$ cat config.mk
export PLATFORM = sky130hd
export DESIGN_NAME = element_loader
export DESIGN_NICKNAME = d
export VERILOG_FILES = /design/src/rtl/element_loader.sv
export SDC_FILE = /design/constraint.sdc
export NUM_CORES = 1
export LEC_CHECK = 0
export BUFFER_PORTS_ARGS = -buffer_cell sky130_fd_sc_hd__buf_4
export CORE_ASPECT_RATIO = 1.5
export CORE_UTILIZATION = 35
export CTS_BUF_LIST = sky130_fd_sc_hd__clkbuf_4 sky130_fd_sc_hd__clkbuf_8
export DETAILED_ROUTE_END_ITERATION = 16
export GPL_ROUTABILITY_DRIVEN = 0
export PLACE_DENSITY_LB_ADDON = 0.3
export SLEW_MARGIN = 30
export SYNTH_ARGS = -nofsm -noshare
export SYNTH_HDL_FRONTEND = slang
export SYNTH_SLANG_ARGS = --single-unit
$ cat constraint.sdc
create_clock -name clk -period 1.5 [get_ports clk]
set_input_delay 0.15 -clock clk [delete_from_list [all_inputs] [get_ports clk]]
set_output_delay 0.15 -clock clk [all_outputs]
set_load 0.05 [all_outputs]
$ cat src/rtl/element_loader.sv
// Element loader: buffers ten 7-bit elements, launches the search stage,
// waits for its result (or a timeout), hands it to a consumer and releases.
module element_loader #(
   parameter int TIMEOUT = 200
) (
   input  logic       clk,
   input  logic       reset,
   input  logic [6:0] din,
   input  logic       din_valid,
   output logic       din_ready,
   output logic [6:0] A0,
   output logic [6:0] A1,
   output logic [6:0] A2,
   output logic [6:0] A3,
   output logic [6:0] A4,
   output logic [6:0] A5,
   output logic [6:0] A6,
   output logic [6:0] A7,
   output logic [6:0] A8,
   output logic [6:0] A9,
   output logic       START,
   input  logic       Done1,
   input  logic [3:0] location,
   input  logic [6:0] counter1,
   output logic       ACK,
   output logic [3:0] res_loc,
   output logic [6:0] res_cycles,
   output logic       res_err,
   output logic       res_valid,
   input  logic       res_ack
);

   typedef enum logic [2:0] {LOAD, ARM, WAIT_DONE, RESULT, RELEASE} state_t;

   state_t          state, state_n;
   logic [3:0]      wr_idx;
   logic [7:0]      tmo_cnt;
   logic [9:0][6:0] elem;
   logic            ack_q;
   logic            tmo_hit;

   // Count is compared one ahead so WAIT_DONE lasts exactly TIMEOUT cycles.
   assign tmo_hit = (tmo_cnt + 8'd1) == 8'(TIMEOUT);

   always_ff @(posedge clk) begin
      if (reset) state <= LOAD;
      else       state <= state_n;
   end

   always_comb begin
      state_n = state;
      case (state)
         LOAD:      if (din_valid && wr_idx == 4'd9) state_n = ARM;
         ARM:       state_n = WAIT_DONE;
         WAIT_DONE: if (Done1 || tmo_hit) state_n = RESULT;
         RESULT:    if (res_ack) state_n = RELEASE;
         RELEASE:   if (!Done1) state_n = LOAD;
         default:   state_n = LOAD;
      endcase
   end

   always_ff @(posedge clk) begin
      if (reset) begin
         wr_idx     <= '0;
         tmo_cnt    <= '0;
         elem       <= '0;
         res_loc    <= '0;
         res_cycles <= '0;
         res_err    <= 1'b0;
         ack_q      <= 1'b0;
      end else begin
         // ACK stays up only while the search stage is still holding Done1.
         ack_q <= (state_n == RELEASE) && Done1;
         case (state)
            LOAD: if (din_valid) begin
               elem[wr_idx] <= din;
               wr_idx       <= (wr_idx == 4'd9) ? 4'd0 : wr_idx + 4'd1;
            end
            ARM: tmo_cnt <= '0;
            WAIT_DONE: begin
               if (Done1) begin
                  res_loc    <= location;
                  res_cycles <= counter1;
                  res_err    <= 1'b0;
               end else begin
                  tmo_cnt <= tmo_cnt + 8'd1;
                  if (tmo_hit) begin
                     res_loc    <= '0;
                     res_cycles <= '0;
                     res_err    <= 1'b1;
                  end
               end
            end
            default: ;
         endcase
      end
   end

   assign din_ready = (state == LOAD);
   assign START     = (state == ARM);
   assign res_valid = (state == RESULT);
   assign ACK       = ack_q;

   assign A0 = elem[0];
   assign A1 = elem[1];
   assign A2 = elem[2];
   assign A3 = elem[3];
   assign A4 = elem[4];
   assign A5 = elem[5];
   assign A6 = elem[6];
   assign A7 = elem[7];
   assign A8 = elem[8];
   assign A9 = elem[9];

endmodule

### Yosys cells after proc, flatten, opt, wreduce, memory -nomap -nowiden

Cells that the tools add are included.

| operators by class | value |
|---|---|
| muxes and demuxes | 17 |
| add/sub/neg operators | 2 |
| reductions and logical operators | 10 |
| equal/unequal tests | 8 |
| $lt $le $gt $ge | 2 |

Operators by type and width:

| cell | count |
|---|---|
| 70-bit bitwise mux | 1 |
| 7-bit demux with 4-bit select | 1 |
| 7-bit two-way mux | 3 |
| 8-bit case mux with 2 select lines | 1 |
| 3-bit case mux with 5 select lines | 1 |
| 3-bit two-way mux | 4 |
| 4-bit two-way mux | 3 |
| 8-bit by 1-bit adder with 8-bit output (second input constant) | 1 |
| 8-bit == test (second input constant) | 1 |
| 8-bit two-way mux | 1 |
| 3-bit by 2-bit == test with 1-bit output (second input constant) | 2 |
| 3-bit == test (second input constant) | 2 |
| 2-bit AND reduction | 3 |
| 4-bit by 5-bit less-than comparator with 1-bit output (second input constant) | 1 |
| 4-bit by 1-bit adder with 4-bit output (second input constant) | 1 |
| 4-bit == test (second input constant) | 1 |
| 4-bit by 1-bit greater-or-equal comparator with 1-bit output (second input constant) | 1 |
| 2-bit nonzero test | 2 |
| 3-bit by 1-bit == test with 1-bit output (second input constant) | 1 |
| 1-bit logical AND | 3 |
| 3-bit zero test | 1 |
| 1-bit two-way mux | 2 |
| 2-bit != test (second input constant) | 1 |
| 1-bit logical OR | 1 |

| word-level totals | value |
|---|---|
| output and inout bits | 86 |
| word-level logic and storage cells | 56 |
| flip-flop bits (word level) | 98 |

### Longest topological paths before layout

| depth | value |
|---|---|
| word-level depth | 7 |
| depth in mapped cells | 7 |
| gate-level depth less buffers | 5 |

### Least setup slack after synthesis

OpenSTA, ideal clock, no wires.

| timing | value |
|---|---|
| path kind | reg2reg |
| start | register state[2] |
| end | register tmo_cnt[4] |
| arrival time | 2.414 ns |
| clock period less this slack | 2.546 ns |
| cell stages (with the launch flop) | 6 |
| setup slack | -1.046 ns |
| cell sequence | dfxtp_1 -> buf_2 -> nor3b_1 -> nor2_1 -> o21ai_0 -> a21oi_1 |

| on the way | value |
|---|---|
| cells in the longest elaborated chain, start to end | 3 |

RTL lines:

| element | line | source |
|---|---|---|
| start, declared | 35 | `state_t state, state_n;` |
| start signal, assigned | 47 | `else state <= state_n;` |
| 3-bit by 1-bit == test with 1-bit output * | n/a |  |
| net START | 21 | `output logic START,` |
| 2-bit nonzero test (no source line) | n/a |  |
| 2-bit AND reduction (no source line) | n/a |  |
| end signal, assigned | 86 | `tmo_cnt <= tmo_cnt + 8'd1;` |
| end, declared | 37 | `logic [7:0] tmo_cnt;` |

Mark *: on every way through the listed nets, which the timed path passes. The rest lies on a longest branch.
A chain may end at the register's enable or synchronous reset.

### Worst setup path in the final report

| timing | value |
|---|---|
| start | register state[2] |
| end | register tmo_cnt[4] |

| on the way | value |
|---|---|
| cells in the longest elaborated chain, start to end | 3 |

RTL lines:

| element | line | source |
|---|---|---|
| 3-bit by 2-bit == test with 1-bit output or 3-bit by 1-bit == test with 1-bit output (tied branches) | 74 | `case (state)` |
| 2-bit != test (no source line) or 2-bit nonzero test (tied branches) | n/a |  |
| 2-bit AND reduction (no source line) | n/a |  |

Several ways; a longest one is shown, not always the timed one.

==> metrics.md <==
| Metric | Value |
|---|---|
| Outcome | finished with violations |
| Violated checks | negative setup slack |
| Seq/Total Area, Yosys | between 50% and 60% |
| Crit share post-route | 106.4% |
| Critical Path RT | 1790 ps |
| CP cell instances | or4b_4 > or4b_1 > a21oi_1 |
| Max FFs per register | 8 |
| Post-synth EDFFs | 0 |
| GR Overflow Total | 0 |
| FF/Latch Area | 1976 sq um |
| Crit-path leading delay family | simple AND/OR/NAND/NOR gates |
| YS warnings | 0 |
| Clk pin slew, worst setup/hold paths | roughly 80 ps |
| Flop-to-flop setup slack | -100 ps |
| Post-synth top flop | dfxtp_1 |
| Vias in the first global route | 2993 |
| Synth unique cells | 46 |
| IO buf count | between 100 and 150 |
| # IOs | 109 |
| Tot GR Track Use | between 10% and 20% |
| IR drop worst, VDD | about 560 uV |
| Drt via density | around 4.9 |
| Die Span Y | roughly 130 um |
| Global-route wire length before repair | around 15000 um |
| Max stage delay on crit path | 580 ps |
| Longest Clk Path Bufs | 2 |
| Hold Fails Final Rpt | 0 |
| Largest reg by FF count | tmo_cnt |
| Setup WS pre-CTS | -140.3 ps |
| Min Clock Period, post-route | about 1600 ps |
| First-iteration detailed-routing DRC count | between 100 and 150 |
| Die area | 11360 sq um |
| Total power | approximately 4.8 mW |
| Multi-input gate area | roughly 1900 sq um |
| #FFs+latches synth | slightly below 100 |
| Number of fill cells | ~1000 |
| RR Endpoint | tmo_cnt[4] |
| Num CTS Buffers | 9 |
| Slew Limit Fails | 0 |
| CTS sink cnt | approximately 100 |
| Gate Count Post-Synth | between 300 and 400 |
| Share of cells above drive strength 1 | between 30% and 40% |
| DP Wirelength | a little under 7000 um |
| H-tree depth | 3 |
| Max_slew headroom | around 60% |
| Vias | 3200 |
| DRC Markers | 0 |
| First-pass DRT Iterations | 6 |
| # Max-Cap Violations | 0 |
| Post-route ant nets | 0 |
| Die Wd | around 87 um |
| Largest net degree at the start of global routing | 42 |
| RSZ-0062 raised after global routing | true |
| Routed WL per cell | approximately 15 um |
| Worst hold path cell count | 2 |
| # diodes | 0 |
| Hold endpoint | res_cycles[3] |
| Worst Max-Slew Pin Slew | around 610 ps |
| Ys async rst share | 0% |
| Reg2Reg Depth | 3 |
| Core area | around 11000 sq um |
| Clock Latency Late Sink | 350 ps |
| CP startpoint kind | flip-flop |
| Crit path kind | reg2reg |
| Fmax achieved | around 0.63 GHz |
| Critical path buffer and inverter count | 0 |
| Starting density of the core | between 30% and 40% |
| Worst min path class | in2reg |
| Worst Setup End Kind | flip-flop |
| Avg Cell Area, Syn | approximately 10 sq um |
| Final Skew | about 7.4 ps |
| Row count | between 40 and 50 |
| Post-Synthesis Cell Area | ~3800 sq um |
| Antenna violations before repair | 0 |
| Final worst setup slack | -96.03 ps |
| Syn Nets | 404 |
| Pwr/cell area | 883.0 nW/um^2 |
| Area growth syn-to-layout | 42.75% |
| Leak Pwr | roughly 2.6 nW |
| Final wirelength | approximately 10000 um |
| Hold Crit Start | counter1[3] |
| Critical-path top delay cell | or4b_4 |
| Clock root buffer | clkbuf_8 |
| Worst r2r src | state[2] |
| Crit-path max FO | 4 |
| Crit path DAT | ~1900 ps |
| Final net count | around 530 |
| CTS tree | done |
| Setup-failing EPs final | 47 |
==> cells by family after synthesis <==
kind of cell | share of synthesized area [%]
AOI/OAI and AO/OA | 6.805
xor gates and xnor gates | 0.4580
adders and majority gates | 0.3271
buffers and inverters | 4.383
DFF | 51.29
muxes | 18.87
and+or+nand+nor | 17.86
==> layout by cell type, fill, tap and decap left out, drive strengths merged, types with 4 or more instances in the layout <==
master / synthesis / final
mux2i: 71 / 71
dlygate4sd3: 0 / 10
nor2b: 4 / 4
nor2: 84 / 84
nand4b: 8 / 8
nand3: 5 / 5
a21oi: 10 / 10
dfxtp: 98 / 98
nand2: 7 / 7
a22o: 11 / 11
o21ai: 4 / 4
buf: 14 / 143
clkbuf: 21 / 11
==> per-layer routing <==
layer | GRT usage, % | wire [um] | share of wire, %
met2 | 31.43 | 5461 | 54
met3 | 3.669 | 418 | 4.2
met1 | 20.19 | 3906 | 39
met4 | 9.065 | 271 | 2.7
met5 | 0 | 0 | 0
==> worst max path at each step <==
stage | start | slack [ps] | cells after the start | end
detailed placement | state[2] | -140 | 6 | A4[0]
finish | state[2] | -100 | 3 | tmo_cnt[4]
global placement | state[2] | -100 | 7 | A5[0]
floorplan | state[1] | -80 | 4 | tmo_cnt[4]
CTS | state[1] | -80 | 6 | A0[6]
global route | state[1] | -190 | 7 | A6[1]
==> power breakdown <==
group,switching (mW),internal [mW],total (mW)
Clock,0.849,0.789,1.64
Sequential,0.0437,2.63,2.68
Combinational,0.300,0.205,0.506
==> cell usage after synthesis (all sizes together), types with 2 or more instances <==
| master | number | area share (%) |
|---|---|---|
| nor4bb | 3 | 0.79 |
| mux2i | 71 | 19 |
| nand3 | 5 | 0.65 |
| and3b | 2 | 0.46 |
| nor3b | 2 | 0.52 |
| a22o | 11 | 2.5 |
| nand2 | 7 | 0.69 |
| inv | 3 | 0.29 |
| o21ai | 4 | 0.52 |
| nand4b | 8 | 1.8 |
| nor2 | 84 | 8.2 |
| nand4 | 2 | 0.65 |
| nor2b | 4 | 0.65 |
| or4b | 2 | 0.62 |
| buf | 14 | 2.0 |
| a21oi | 10 | 1.3 |
| a22oi | 3 | 0.59 |
| nor3 | 3 | 0.39 |
| clkbuf | 21 | 2.1 |
| and3 | 3 | 0.49 |
| nor4b | 2 | 1.0 |
| dfxtp | 98 | 51 |
==> area by class of cell <==
class	count	share of cell area [%]
sequential	98	36.18
multi-input combinational	244	34.23
timing repair buffer	153	22.75
tap	144	3.300
clock buffer	11	2.544
clock inverter	3	0.7791
inverter	3	0.2062
==> metrics by stage <==
stage	instances	hold slack [ps]	setup TNS [ps]	cell area [sq um]	utilization, %
after floorplan	380	282.6	-487.1	3924	-
after global placement	629	368.5	-3714	4975	46.98
after detailed placement	629	370.2	-4903	4975	46.98
after CTS	654	1.975	-1841	5350	50.52
after global routing	656	10.09	-9738	5460	51.56
final	656	22.04	-1235	5460	51.56
==> what timing repair did <==
| item | CTS | global route |
|---|---|---|
| buffers inserted | 2 | 0 |
| endpoints found under the setup margin | 73 | 94 |
| cloned | 1 | 0 |
| pin swaps | 7 | 10 |
| hold buffers | 8 | 2 |
| resized for setup | 23 | 21 |
| endpoints found under the hold margin | 8 | 2 |
(Power assumes the default switching activity.)
